==> src/rtl/instr_fetch_unit_if.sv <==
// rtl/instr_fetch_unit_if.sv - memory fetch, decode hand-off and fault signals of the fetch unit
interface instr_fetch_unit_if;
    logic        imem_req;
    logic [31:0] imem_addr;
    logic        imem_ack;
    logic [31:0] imem_rdata;
    logic        instr_valid;
    logic [31:0] instruction;
    logic [6:0]  Opcode;
    logic [31:0] pc_out;
    logic        stall;
    logic        redirect;
    logic [31:0] ImmExt;
    logic        fault;
    logic [1:0]  fault_code;
    logic [31:0] fault_pc;

    modport master (
        output imem_req, imem_addr,
        input  imem_ack, imem_rdata,
        output instr_valid, instruction, Opcode, pc_out,
        input  stall, redirect, ImmExt,
        output fault, fault_code, fault_pc
    );

    modport slave (
        input  imem_req, imem_addr,
        output imem_ack, imem_rdata,
        input  instr_valid, instruction, Opcode, pc_out,
        output stall, redirect, ImmExt,
        input  fault, fault_code, fault_pc
    );
endinterface

==> src/rtl/instr_fetch_unit.sv <==
// rtl/instr_fetch_unit.sv - PC owner: fetches one word at a time, holds it for decode, takes branch redirects
module instr_fetch_unit #(
    parameter logic [31:0] RESET_PC    = 32'h0000_0000,
    parameter int          MEM_TIMEOUT = 16
) (
    input  logic                clk,
    input  logic                reset,
    instr_fetch_unit_if.master  bus
);
    localparam int CW = (MEM_TIMEOUT > 2) ? $clog2(MEM_TIMEOUT) : 1;
    localparam logic [CW-1:0] CNT_LAST = CW'(MEM_TIMEOUT - 1);
    localparam logic [31:0]   NOP      = 32'h0000_0013;

    typedef enum logic [1:0] {IDLE, REQ, HOLD, FAULT} state_t;

    state_t        state_q, state_d;
    logic [CW-1:0] cnt_q, cnt_d;
    logic [31:0]   fetch_pc_q, fetch_pc_d;
    logic [31:0]   instr_q, instr_d;
    logic [31:0]   pc_q, pc_d;
    logic          fault_q, fault_d;
    logic [1:0]    fault_code_q, fault_code_d;
    logic [31:0]   fault_pc_q, fault_pc_d;
    logic [31:0]   target;

    assign target = pc_q + bus.ImmExt;

    always_ff @(posedge clk) begin
        if (reset) begin
            state_q      <= IDLE;
            cnt_q        <= '0;
            fetch_pc_q   <= RESET_PC;
            instr_q      <= NOP;
            pc_q         <= RESET_PC;
            fault_q      <= 1'b0;
            fault_code_q <= 2'b00;
            fault_pc_q   <= 32'h0;
        end else begin
            state_q      <= state_d;
            cnt_q        <= cnt_d;
            fetch_pc_q   <= fetch_pc_d;
            instr_q      <= instr_d;
            pc_q         <= pc_d;
            fault_q      <= fault_d;
            fault_code_q <= fault_code_d;
            fault_pc_q   <= fault_pc_d;
        end
    end

    always_comb begin
        state_d      = state_q;
        cnt_d        = cnt_q;
        fetch_pc_d   = fetch_pc_q;
        instr_d      = instr_q;
        pc_d         = pc_q;
        fault_d      = fault_q;
        fault_code_d = fault_code_q;
        fault_pc_d   = fault_pc_q;
        case (state_q)
            IDLE: begin
                cnt_d   = '0;
                state_d = REQ;
            end
            REQ: begin
                cnt_d = cnt_q + CW'(1);
                // an ack on the last allowed cycle still counts as a hit
                if (bus.imem_ack) begin
                    instr_d = bus.imem_rdata;
                    pc_d    = fetch_pc_q;
                    cnt_d   = '0;
                    state_d = HOLD;
                end else if (cnt_q == CNT_LAST) begin
                    fault_d      = 1'b1;
                    fault_code_d = 2'b01;
                    fault_pc_d   = fetch_pc_q;
                    state_d      = FAULT;
                end
            end
            HOLD: begin
                if (!bus.stall) begin
                    if (!bus.redirect) begin
                        fetch_pc_d = pc_q + 32'd4;
                        state_d    = REQ;
                    end else if (target[1:0] == 2'b00) begin
                        fetch_pc_d = target;
                        state_d    = REQ;
                    end else begin
                        fault_d      = 1'b1;
                        fault_code_d = 2'b10;
                        fault_pc_d   = target;
                        state_d      = FAULT;
                    end
                end
            end
            FAULT: state_d = FAULT;
            default: state_d = IDLE;
        endcase
    end

    assign bus.imem_req    = (state_q == REQ);
    assign bus.imem_addr   = fetch_pc_q;
    assign bus.instr_valid = (state_q == HOLD);
    assign bus.instruction = instr_q;
    assign bus.Opcode      = instr_q[6:0];
    assign bus.pc_out      = pc_q;
    assign bus.fault       = fault_q;
    assign bus.fault_code  = fault_code_q;
    assign bus.fault_pc    = fault_pc_q;
endmodule
==> src/flat_wrapper.sv <==
// flat-port wrapper written by rule: the top's interface ports become plain ports
module instr_fetch_unit_flat 
#(
    parameter logic [31:0] RESET_PC    = 32'h0000_0000,
    parameter int          MEM_TIMEOUT = 16
)
  (clk, reset, bus_imem_req, bus_imem_addr, bus_imem_ack, bus_imem_rdata, bus_instr_valid, bus_instruction, bus_Opcode, bus_pc_out, bus_stall, bus_redirect, bus_ImmExt, bus_fault, bus_fault_code, bus_fault_pc);
  instr_fetch_unit_if bus_i ();
  input  logic clk;
  input  logic reset;
  output wire logic [$bits(bus_i.imem_req)-1:0] bus_imem_req;
  output wire logic [$bits(bus_i.imem_addr)-1:0] bus_imem_addr;
  input wire logic [$bits(bus_i.imem_ack)-1:0] bus_imem_ack;
  input wire logic [$bits(bus_i.imem_rdata)-1:0] bus_imem_rdata;
  output wire logic [$bits(bus_i.instr_valid)-1:0] bus_instr_valid;
  output wire logic [$bits(bus_i.instruction)-1:0] bus_instruction;
  output wire logic [$bits(bus_i.Opcode)-1:0] bus_Opcode;
  output wire logic [$bits(bus_i.pc_out)-1:0] bus_pc_out;
  input wire logic [$bits(bus_i.stall)-1:0] bus_stall;
  input wire logic [$bits(bus_i.redirect)-1:0] bus_redirect;
  input wire logic [$bits(bus_i.ImmExt)-1:0] bus_ImmExt;
  output wire logic [$bits(bus_i.fault)-1:0] bus_fault;
  output wire logic [$bits(bus_i.fault_code)-1:0] bus_fault_code;
  output wire logic [$bits(bus_i.fault_pc)-1:0] bus_fault_pc;
  assign bus_imem_req = bus_i.imem_req;
  assign bus_imem_addr = bus_i.imem_addr;
  assign bus_i.imem_ack = bus_imem_ack;
  assign bus_i.imem_rdata = bus_imem_rdata;
  assign bus_instr_valid = bus_i.instr_valid;
  assign bus_instruction = bus_i.instruction;
  assign bus_Opcode = bus_i.Opcode;
  assign bus_pc_out = bus_i.pc_out;
  assign bus_i.stall = bus_stall;
  assign bus_i.redirect = bus_redirect;
  assign bus_i.ImmExt = bus_ImmExt;
  assign bus_fault = bus_i.fault;
  assign bus_fault_code = bus_i.fault_code;
  assign bus_fault_pc = bus_i.fault_pc;
  instr_fetch_unit #(.RESET_PC(RESET_PC), .MEM_TIMEOUT(MEM_TIMEOUT)) u_core (.clk(clk), .reset(reset), .bus(bus_i));
endmodule
==> config.mk <==
export PLATFORM = sky130hd
export DESIGN_NAME = instr_fetch_unit_flat
export DESIGN_NICKNAME = d
export VERILOG_FILES = /design/src/rtl/instr_fetch_unit_if.sv /design/src/rtl/instr_fetch_unit.sv /design/src/flat_wrapper.sv
export SDC_FILE = /design/constraint.sdc
export NUM_CORES = 1
export LEC_CHECK = 0
export CAP_MARGIN = 10
export CORE_MARGIN = 2
export CORE_UTILIZATION = 49
export DETAILED_ROUTE_END_ITERATION = 12
export PLACE_DENSITY_LB_ADDON = 0.12
export SYNTH_ARGS = -nofsm -noshare
export SYNTH_HDL_FRONTEND = slang
export SYNTH_SLANG_ARGS = --single-unit
==> constraint.sdc <==
create_clock -name clk -period 3.4 [get_ports clk]
set_input_delay 0.34 -clock clk [delete_from_list [all_inputs] [get_ports clk]]
set_output_delay 0.34 -clock clk [all_outputs]
set_load 0.02 [all_outputs]
==> impl_metrics.tcl, run 1 <==
set metrics [dict create \
    stdcell_count 1423 \
    initial_core_util 0.504 \
    cts_buffers 17 \
    slew_violations 0 \
    post_cts_resized 0 \
    track_usage 0.301 \
    p_per_area_nw_per_um2 393 \
    yosysWarnings 0 \
    required_ns 3.71 \
    grt_pass1_vias 7578 \
    yosys_most_used_dff "dfxtp_1" \
    boundaryPins 209 \
    drv_cap 0 \
    cts_buffer_depth 2 \
    cp.arrival_ns 3.34 \
    slowest_stage "fa_1" \
    drt_first_pass_iters 5 \
    slew_headroom 0.532 \
    dp_slack_ns -0.00984 \
    path_max_fanout 4 \
    drive_above_1_share 0.0710 \
    ir_drop_mv 0.315 \
    ys_seq_area_frac 0.356 \
    power_switching_w 0.00105 \
    core_area_um2 15300 \
    grt_start_max_net_pins 64 \
    grt_pass1_wl_um 39600 \
    cts_sinks 137 \
    startpoint_type "flip-flop" \
    io_buffers 208 \
    syn_area_per_cell_um2 7.64 \
    p_comb_frac 0.119 \
    status "finished clean" \
    wl_per_cell_um 18.1 \
    dp_cells 1391 \
    post_cts_buffers 0 \
    finalCriticalPeriod_ns 3.02 \
    finalCritPeriodShare 0.889 \
    grt_overflow 0 \
    place_congestion 0.942 \
    die_y_um 129 \
    first_iter_violations 714 \
    cts_root_buf "clkbuf_16" \
    crit_path_cell_trace "ha_1, fa_1, a211oi_1, o211ai_2, a41oi_2, o21ai_2, a221oi_2, o21ai_0, xnor2_1, a221o_1" \
    syn2layout_area_growth_pct 38.1 \
    postLayoutCoreUtil 0.696 \
    final_nets 1302 \
    insertion_delay_ns 0.42 \
    cp-end-kind "flip-flop" \
    fin_ws_ns 0.377 \
    rows 45 \
    clock_power_share 0.483 \
    dp_hpwl_um 18200 \
    max_slew.worst_pin.slew_ns 0.701 \
    cp_slowest_stage_delay_ns 0.40 \
    total_power_w 0.00419 \
    sw_frac_of_total 0.252 \
    skew_ns 0.00902 \
    crit_type "reg -> reg" \
    die_area_um2 16800 \
    synth-edff-count 0 \
    synth_cell_type_count 64 \
    die-width_um 129 \
    holdBufCountCts 0 \
    drc 0 \
    antenna_left 0 \
    antenna_cells 0 \
    drt-vias-per-instance 5.81 \
    wl_um 25800 \
    clk_pin_slew_worst_paths_ns 0.06 \
    via_count 8266 \
    rsz0062_at_grt "no" \
    synth_fp_nets 1112 \
    cp_top_family "compound AO/OA/AOI/OAI gates" \
    setup_viol 0 \
    hold_viol 0 \
    hold_class "reg -> reg" \
    seqPwrFrac 0.397 \
    syn_inst 1009 \
    p_leak_nw 4.01 \
    hold_slack_ns 0.451 \
    max_freq_ghz 0.331 \
    antenna_found_initial 0 \
    ys_ff_latch 137 \
    async_flop_share 0 \
    cts_tree "yes" \
    netlist_area_um2 7710 \
    h-tree-depth 4 \
    critPathBufInv 0 \
    cell_internal_pwr_w 0.00313 \
]
-- kinds of logic after synthesis --
family,share of synthesized area
AO/OA/AOI/OAI,0.247
XOR/XNOR,0.0602
adder cells (fa/ha/maj),0.0561
buffers and inverters,0.0432
flip-flops,0.356
multiplexers,0.00389
AND/OR/NAND/NOR,0.234
-- power groups by stage --
| stage | Combinational [W] | Clock, W | Sequential, W |
|---|---|---|---|
| global route | 0.000538 | 0.00211 | 0.00167 |
| finish | 0.000500 | 0.00202 | 0.00166 |
| floorplan | 0.000233 | 0 | 0.00173 |
| global placement | 0.000491 | 0 | 0.00170 |
| CTS | 0.000498 | 0.00204 | 0.00166 |
| detailed placement | 0.000494 | 0 | 0.00170 |
-- layout by cell type, fill, tap and decap left out, types with 25 or more instances in the layout --
cell type	netlist	routed
o21ai_0	32	32
nor2_1	86	86
ha_1	33	33
a211oi_1	30	30
dfxtp_1	137	137
a21o_1	27	27
nand2_1	201	200
buf_4	9	36
a21oi_1	131	131
nand3_1	25	25
xor2_1	29	29
clkdlybuf4s50_1	0	207
-- through the flow --
| step | instance area, µm² | setup TNS (ns) |
|---|---|---|
| after global placement | 10000 | 0 |
| after global routing | 10700 | 0 |
| after floorplan | 7710 | 0 |
| after CTS | 10700 | 0 |
| after detailed placement | 10000 | -0.0149 |
| final | 10700 | 0 |
-- cell type report --
type                    count  area [µm²]
flip-flops and latches    137        2740
inverters                   5        18.8
fillers                  1333        4660
well taps                 211         264
clock inverters            12         188
repair buffers            243        2340
clock buffers              20         457
multi-input cells         795        4640
-- worst reg2reg max path: stages, from the launching register on --
cell and delay, ns:
dfxtp_1 0.34, ha_1 0.23, fa_1 0.40, a211oi_1 0.34
o211ai_2 0.17, a41oi_2 0.28, o21ai_2 0.10, a221oi_2 0.38
o21ai_0 0.19, xnor2_1 0.17, a221o_1 0.32
-- cell usage after synthesis (all sizes together) (13+ instances only) --
library cell / instances / area share
a211oi: 30 / 0.029
nor3: 22 / 0.015
xnor2: 24 / 0.027
nand3: 25 / 0.016
nand4: 18 / 0.015
a21oi: 132 / 0.086
buf: 19 / 0.015
xor2: 29 / 0.033
nand2: 201 / 0.098
dfxtp: 137 / 0.36
o211ai: 13 / 0.013
o21ai: 39 / 0.026
a21o: 27 / 0.026
clkbuf: 53 / 0.026
ha: 33 / 0.054
nor2: 86 / 0.042
-- routing by layer --
| layer | share of wire | track usage | up-vias |
|---|---|---|---|
| li1 | - | - | 3979 |
| met1 | 0.44 | 0.407 | 3841 |
| met2 | 0.45 | 0.481 | 399 |
| met3 | 0.087 | 0.0599 | 47 |
| met4 | 0.022 | 0.105 | 0 |
| met5 | 0 | 0 | - |
-- registers in the layout, indices dropped and copies added (netlist names) --
signal	flops
u_core.bus.fault	1
u_core.bus.fault_code	2
u_core.bus.fault_pc	32
u_core.bus.imem_addr	32
u_core.bus.instruction	32
u_core.bus.pc_out	32
u_core.cnt_q	4
u_core.state_q	2
-- worst paths after layout --
kind | cells past startpoint | end | slack (ns) | start
worst max-delay path | 10 | u_core.bus.imem_addr[24]$_SDFFE_PP0P_ | 0.38 | u_core.bus.pc_out[0]$_SDFFE_PP0P_
worst min-delay path | 2 | u_core.bus.instruction[15]$_SDFFE_PP0P_ | 0.45 | u_core.bus.instruction[15]$_SDFFE_PP0P_
worst max register to register | 10 | u_core.bus.imem_addr[24]$_SDFFE_PP0P_ | 0.38 | u_core.bus.pc_out[0]$_SDFFE_PP0P_
worst min register to register | 2 | u_core.bus.instruction[15]$_SDFFE_PP0P_ | 0.45 | u_core.bus.instruction[15]$_SDFFE_PP0P_
(Power assumes the default switching activity.)
==> run 2: changes to the inputs <==
GPL_TIMING_DRIVEN = 0   (was not set)
==> impl_metrics.tcl, run 2 (synthesized netlist as in run 1, its figures left out) <==
set metrics [dict create \
    slew_violations 0 \
    grt_start_max_net_pins 17 \
    final_nets 1338 \
    insertion_delay_ns 0.43 \
    status "finished clean" \
    finalCritPeriodShare 0.948 \
    reg2reg_from "u_core.bus.pc_out[0]$_SDFFE_PP0P_" \
    cts_root_buf "clkbuf_16" \
    syn2layout_area_growth_pct 39.3 \
    cp_slowest_stage_delay_ns 0.45 \
    cts_tree "yes" \
    drt-vias-per-instance 5.92 \
    slowest_stage "fa_1" \
    rows 45 \
    final_cell_mix "clkdlybuf4s50_1 (207), nand2_1 (201), dfxtp_1 (137)" \
    antenna_cells 0 \
    critPathLaunch "u_core.bus.pc_out[0]$_SDFFE_PP0P_" \
    crit_type "reg -> reg" \
    fin_area_um2 10700 \
    place_congestion 0.932 \
    wl_um 27700 \
    cp.arrival_ns 3.54 \
    track_usage 0.321 \
    drive_above_1_share 0.0537 \
    cp-end-kind "flip-flop" \
    wl_per_cell_um 19.0 \
    die_area_um2 16800 \
    postPlaceCellArea_um2 10000 \
    p_per_area_nw_per_um2 403 \
    via_count 8632 \
    slew_headroom 0.338 \
    max_freq_ghz 0.310 \
    required_ns 3.72 \
    hold_class "reg -> reg" \
    final_common_cell "clkdlybuf4s50_1" \
    initial_core_util 0.504 \
    clk_pin_slew_worst_paths_ns 0.07 \
    holdBufCountCts 0 \
    finalCriticalPeriod_ns 3.22 \
    ir_drop_mv 0.398 \
    critPathBufInv 0 \
    grt_pass1_wl_um 41800 \
    cts_buffer_depth 2 \
    die-width_um 129 \
    grt_pass1_vias 7659 \
    startpoint_type "flip-flop" \
    post_cts_buffers 0 \
    io_buffers 207 \
    cp_top_family "compound AO/OA/AOI/OAI gates" \
    first_iter_violations 807 \
    drt_first_pass_iters 7 \
    grt_overflow 0 \
    die_y_um 129 \
    boundaryPins 209 \
    antenna_found_initial 0 \
    hold_start "u_core.bus.fault_pc[2]$_SDFFE_PP0P_" \
    path_max_fanout 5 \
    max_slew.worst_pin.slew_ns 0.984 \
    crit_path_cell_trace "ha_1, fa_1, a211oi_2, o211ai_2, a41oi_2, o21ai_2, a221oi_4, o21ai_0, xnor2_1, a221o_1" \
    drc 0 \
    hold_viol 0 \
    postLayoutCoreUtil 0.702 \
    cts_buffers 17 \
    p_leak_nw 3.99 \
    dp_hpwl_um 19900 \
    hold_slack_ns 0.452 \
    core_area_um2 15300 \
    cts_sinks 137 \
    rsz0062_at_grt "no" \
    skew_ns 0.00743 \
    post_cts_resized 0 \
    antenna_left 0 \
    setup_viol 0 \
    drv_cap 0 \
    h-tree-depth 4 \
]
[run 2: routing by layer]
layer / GRT usage / up-vias / share of wire
met5: 0 / - / 0
met4: 0.106 / 0 / 0.026
met3: 0.0727 / 63 / 0.11
met2: 0.516 / 523 / 0.46
met1: 0.429 / 4005 / 0.41
li1: - / 4041 / -
[run 2: stage by stage]
stage | power (W) | setup WS [ns] | TNS [ns] | std cells
2_1_floorplan | 0.00196 | 0.509 | 0 | 1009
3_3_place_gp | 0.00221 | -0.346 | -2.49 | 1427
3_5_place_dp | 0.00221 | -0.372 | -2.58 | 1427
4_1_cts | 0.00431 | 0.0262 | 0 | 1459
5_1_grt | 0.00443 | 0.0512 | 0 | 1459
6_report | 0.00433 | 0.177 | 0 | 1459
[run 2: power by group]
group	leakage [nW]	switching (W)	internal, W
registers	1.11	0.0000245	0.00164
logic	2.56	0.000307	0.000218
clock network	0.325	0.000761	0.00138
[run 2: worst paths after layout]
| path | end | slack (ns) | depth (start not counted) |
|---|---|---|---|
| worst max-delay path | u_core.bus.imem_addr[24]$_SDFFE_PP0P_ | 0.18 | 10 |
| worst min-delay path | u_core.bus.fault_pc[2]$_SDFFE_PP0P_ | 0.45 | 2 |
| worst max register to register | u_core.bus.imem_addr[24]$_SDFFE_PP0P_ | 0.18 | 10 |
| worst min register to register | u_core.bus.fault_pc[2]$_SDFFE_PP0P_ | 0.45 | 2 |
[run 2: tightest hold or removal path: cells and delay by family (launching register included)]
kind,cells,cell delay [ns]
AOI/OAI and AO/OA,1,0.05
and+or+nand+nor,1,0.05
DFF,1,0.31
[run 2: layout make-up]
cell class,instances,area [µm²]
sequential,137,2740
inverter,5,18.8
fill,1345,4570
clock inverter,14,245
buffer,72,315
clock buffer,18,429
multi-input combinational,795,4660
tap,211,264
timing repair buffer,207,2070
==> run 3: changes to the inputs <==
CORE_ASPECT_RATIO = 1.25   (was not set)
clock period = 3.3 ns   (was 3.4 ns; I/O delays follow)
==> impl_metrics.tcl, run 3 (synthesized netlist as in run 1, its figures left out) <==
set metrics [dict create \
    place_congestion 0.946 \
    r2r-end "u_core.bus.imem_addr[24]$_SDFFE_PP0P_" \
    crit_type "reg -> reg" \
    die_y_um 144 \
    clock_power_share 0.456 \
    cp_top_family "compound AO/OA/AOI/OAI gates" \
    fillCellCount 1358 \
    cp_slowest_stage_delay_ns 0.44 \
    grt_start_max_net_pins 17 \
    fin_area_um2 10600 \
    syn2layout_area_growth_pct 38.1 \
    cell_internal_pwr_w 0.00302 \
    finalCritPeriodShare 0.972 \
    critPathBufInv 0 \
    insertion_delay_ns 0.43 \
    rows 51 \
    via_count 8512 \
    drt-vias-per-instance 5.83 \
    p_leak_nw 3.95 \
    crit_path_cell_trace "ha_1, fa_1, a211oi_2, o211ai_2, a41oi_2, o21ai_2, a221oi_4, o21ai_0, xnor2_1, a221o_1" \
    clk_pin_slew_worst_paths_ns 0.07 \
    grt_pass1_wl_um 41700 \
    drc 0 \
    grt_pass1_vias 7842 \
    core_area_um2 15500 \
    cts_root_buf "clkbuf_16" \
    antenna_left 0 \
    final.setup.tns_ns 0 \
    reg2reg_depth 10 \
    die_area_um2 16800 \
    h-tree-depth 4 \
    drt_first_pass_iters 5 \
    hold_start "bus_imem_rdata[18]" \
    sw_frac_of_total 0.272 \
    initial_core_util 0.497 \
    final_common_cell "clkdlybuf4s50_1" \
    post_cts_buffers 0 \
    cp.arrival_ns 3.52 \
    rsz0062_at_grt "yes" \
    hold_viol 0 \
    holdBufCountCts 0 \
    reg2reg_from "u_core.bus.pc_out[0]$_SDFFE_PP0P_" \
    skew_ns 0.00846 \
    cts_sinks 137 \
    slew_headroom 0.438 \
    ir_drop_mv 0.249 \
    finalCriticalPeriod_ns 3.21 \
    slowest_stage "fa_1" \
    p_per_area_nw_per_um2 389 \
    rrSetupSlack_ns 0.09 \
    boundaryPins 209 \
    track_usage 0.324 \
    wl_per_cell_um 18.6 \
    cts_buffers 17 \
    drv_cap 0 \
    antenna_found_initial 0 \
    required_ns 3.62 \
    die-width_um 116 \
    path_max_fanout 5 \
    wl_um 27200 \
    status "finished clean" \
    io_buffers 207 \
    power_switching_w 0.00113 \
    worstHoldPathCells 3 \
    grt_overflow 0 \
    postLayoutCoreUtil 0.687 \
    min_to "u_core.bus.instruction[18]$_SDFFE_PP0P_" \
    final_cell_mix "clkdlybuf4s50_1 (207), nand2_1 (201), dfxtp_1 (137)" \
    drive_above_1_share 0.0545 \
    p_comb_frac 0.130 \
    max_slew.worst_pin.slew_ns 0.836 \
    hold_class "in -> reg" \
    multi_input_area_um2 4650 \
    antenna_cells 0 \
    dp_hpwl_um 20200 \
    max_freq_ghz 0.312 \
    cts_buffer_depth 2 \
    cp-end-kind "flip-flop" \
    startpoint_type "flip-flop" \
    setup_viol 0 \
    cts_tree "yes" \
    first_iter_violations 755 \
    final_nets 1338 \
    regArea_um2 2740 \
    slew_violations 0 \
    seqPwrFrac 0.414 \
    postPlaceCellArea_um2 10000 \
]
[run 3: changes by cell type in the layout (fill, tap and decap cells not counted), sizes merged]
cell / delta
bufinv: -5
clkbuf: +2
clkinv: +1
clkinvlp: +1
inv: +1
[run 3: timing repair]
item | in CTS | in global routing
gates resized for setup | 1 | 3
endpoints found under the setup margin | 2 | 7
endpoints found under the hold margin | 0 | 0
[run 3: final cells by class]
cell class	count	area share
repair buffers	207	0.195
clock inverters	12	0.0108
flip-flops and latches	137	0.258
plain buffers	72	0.0296
well taps	212	0.0249
clock buffers	20	0.0438
inverters	5	0.00176
multi-input cells	795	0.437
[run 3: worst reg2reg max path, stage by stage, from the launching register on]
cell,delay (ns)
dfxtp_1,0.36
ha_1,0.24
fa_1,0.44
a211oi_2,0.34
o211ai_2,0.21
a41oi_2,0.29
o21ai_2,0.13
a221oi_4,0.37
o21ai_0,0.18
xnor2_1,0.20
a221o_1,0.33
[run 3: how the worst max path moves through the flow]
stage	startpoint	to	cells past startpoint
floorplan	u_core.bus.pc_out[0]$_SDFFE_PP0P_	u_core.bus.imem_addr[24]$_SDFFE_PP0P_	10
global placement	bus_ImmExt[0]	u_core.bus.imem_addr[24]$_SDFFE_PP0P_	11
detailed placement	bus_ImmExt[0]	u_core.bus.imem_addr[24]$_SDFFE_PP0P_	11
CTS	u_core.bus.pc_out[0]$_SDFFE_PP0P_	u_core.bus.imem_addr[24]$_SDFFE_PP0P_	10
global route	u_core.bus.pc_out[0]$_SDFFE_PP0P_	u_core.bus.imem_addr[24]$_SDFFE_PP0P_	10
finish	u_core.bus.pc_out[0]$_SDFFE_PP0P_	u_core.bus.imem_addr[24]$_SDFFE_PP0P_	10
[run 3: metal layers]
layer  wire (µm)  part of all wire  global-route usage  up-vias
met5           0                 0                   0        -
met4         948             0.035               0.143        0
met3        2360             0.087              0.0712       89
met2       13200              0.48               0.544      460
met1       10800              0.40               0.397     3923
li1            -                 -                   -     4040
[run 3: power groups by stage]
stage / combinational [W] / clock [W] / sequential (W)
floorplan: 0.000240 / 0 / 0.00178
global placement: 0.000522 / 0 / 0.00175
detailed placement: 0.000527 / 0 / 0.00175
CTS: 0.000530 / 0.00190 / 0.00171
global route: 0.000578 / 0.00197 / 0.00172
finish: 0.000536 / 0.00189 / 0.00171
[run 3: stage by stage]
step	setup slack [ns]	hold WS [ns]	cells	total power [W]
after floorplan	0.409	0.430	1009	0.00202
after global placement	-0.469	0.441	1428	0.00227
after detailed placement	-0.458	0.446	1428	0.00228
after CTS	0.00508	0.431	1460	0.00414
after global routing	-0.0534	0.452	1460	0.00426
final	0.0915	0.439	1460	0.00414
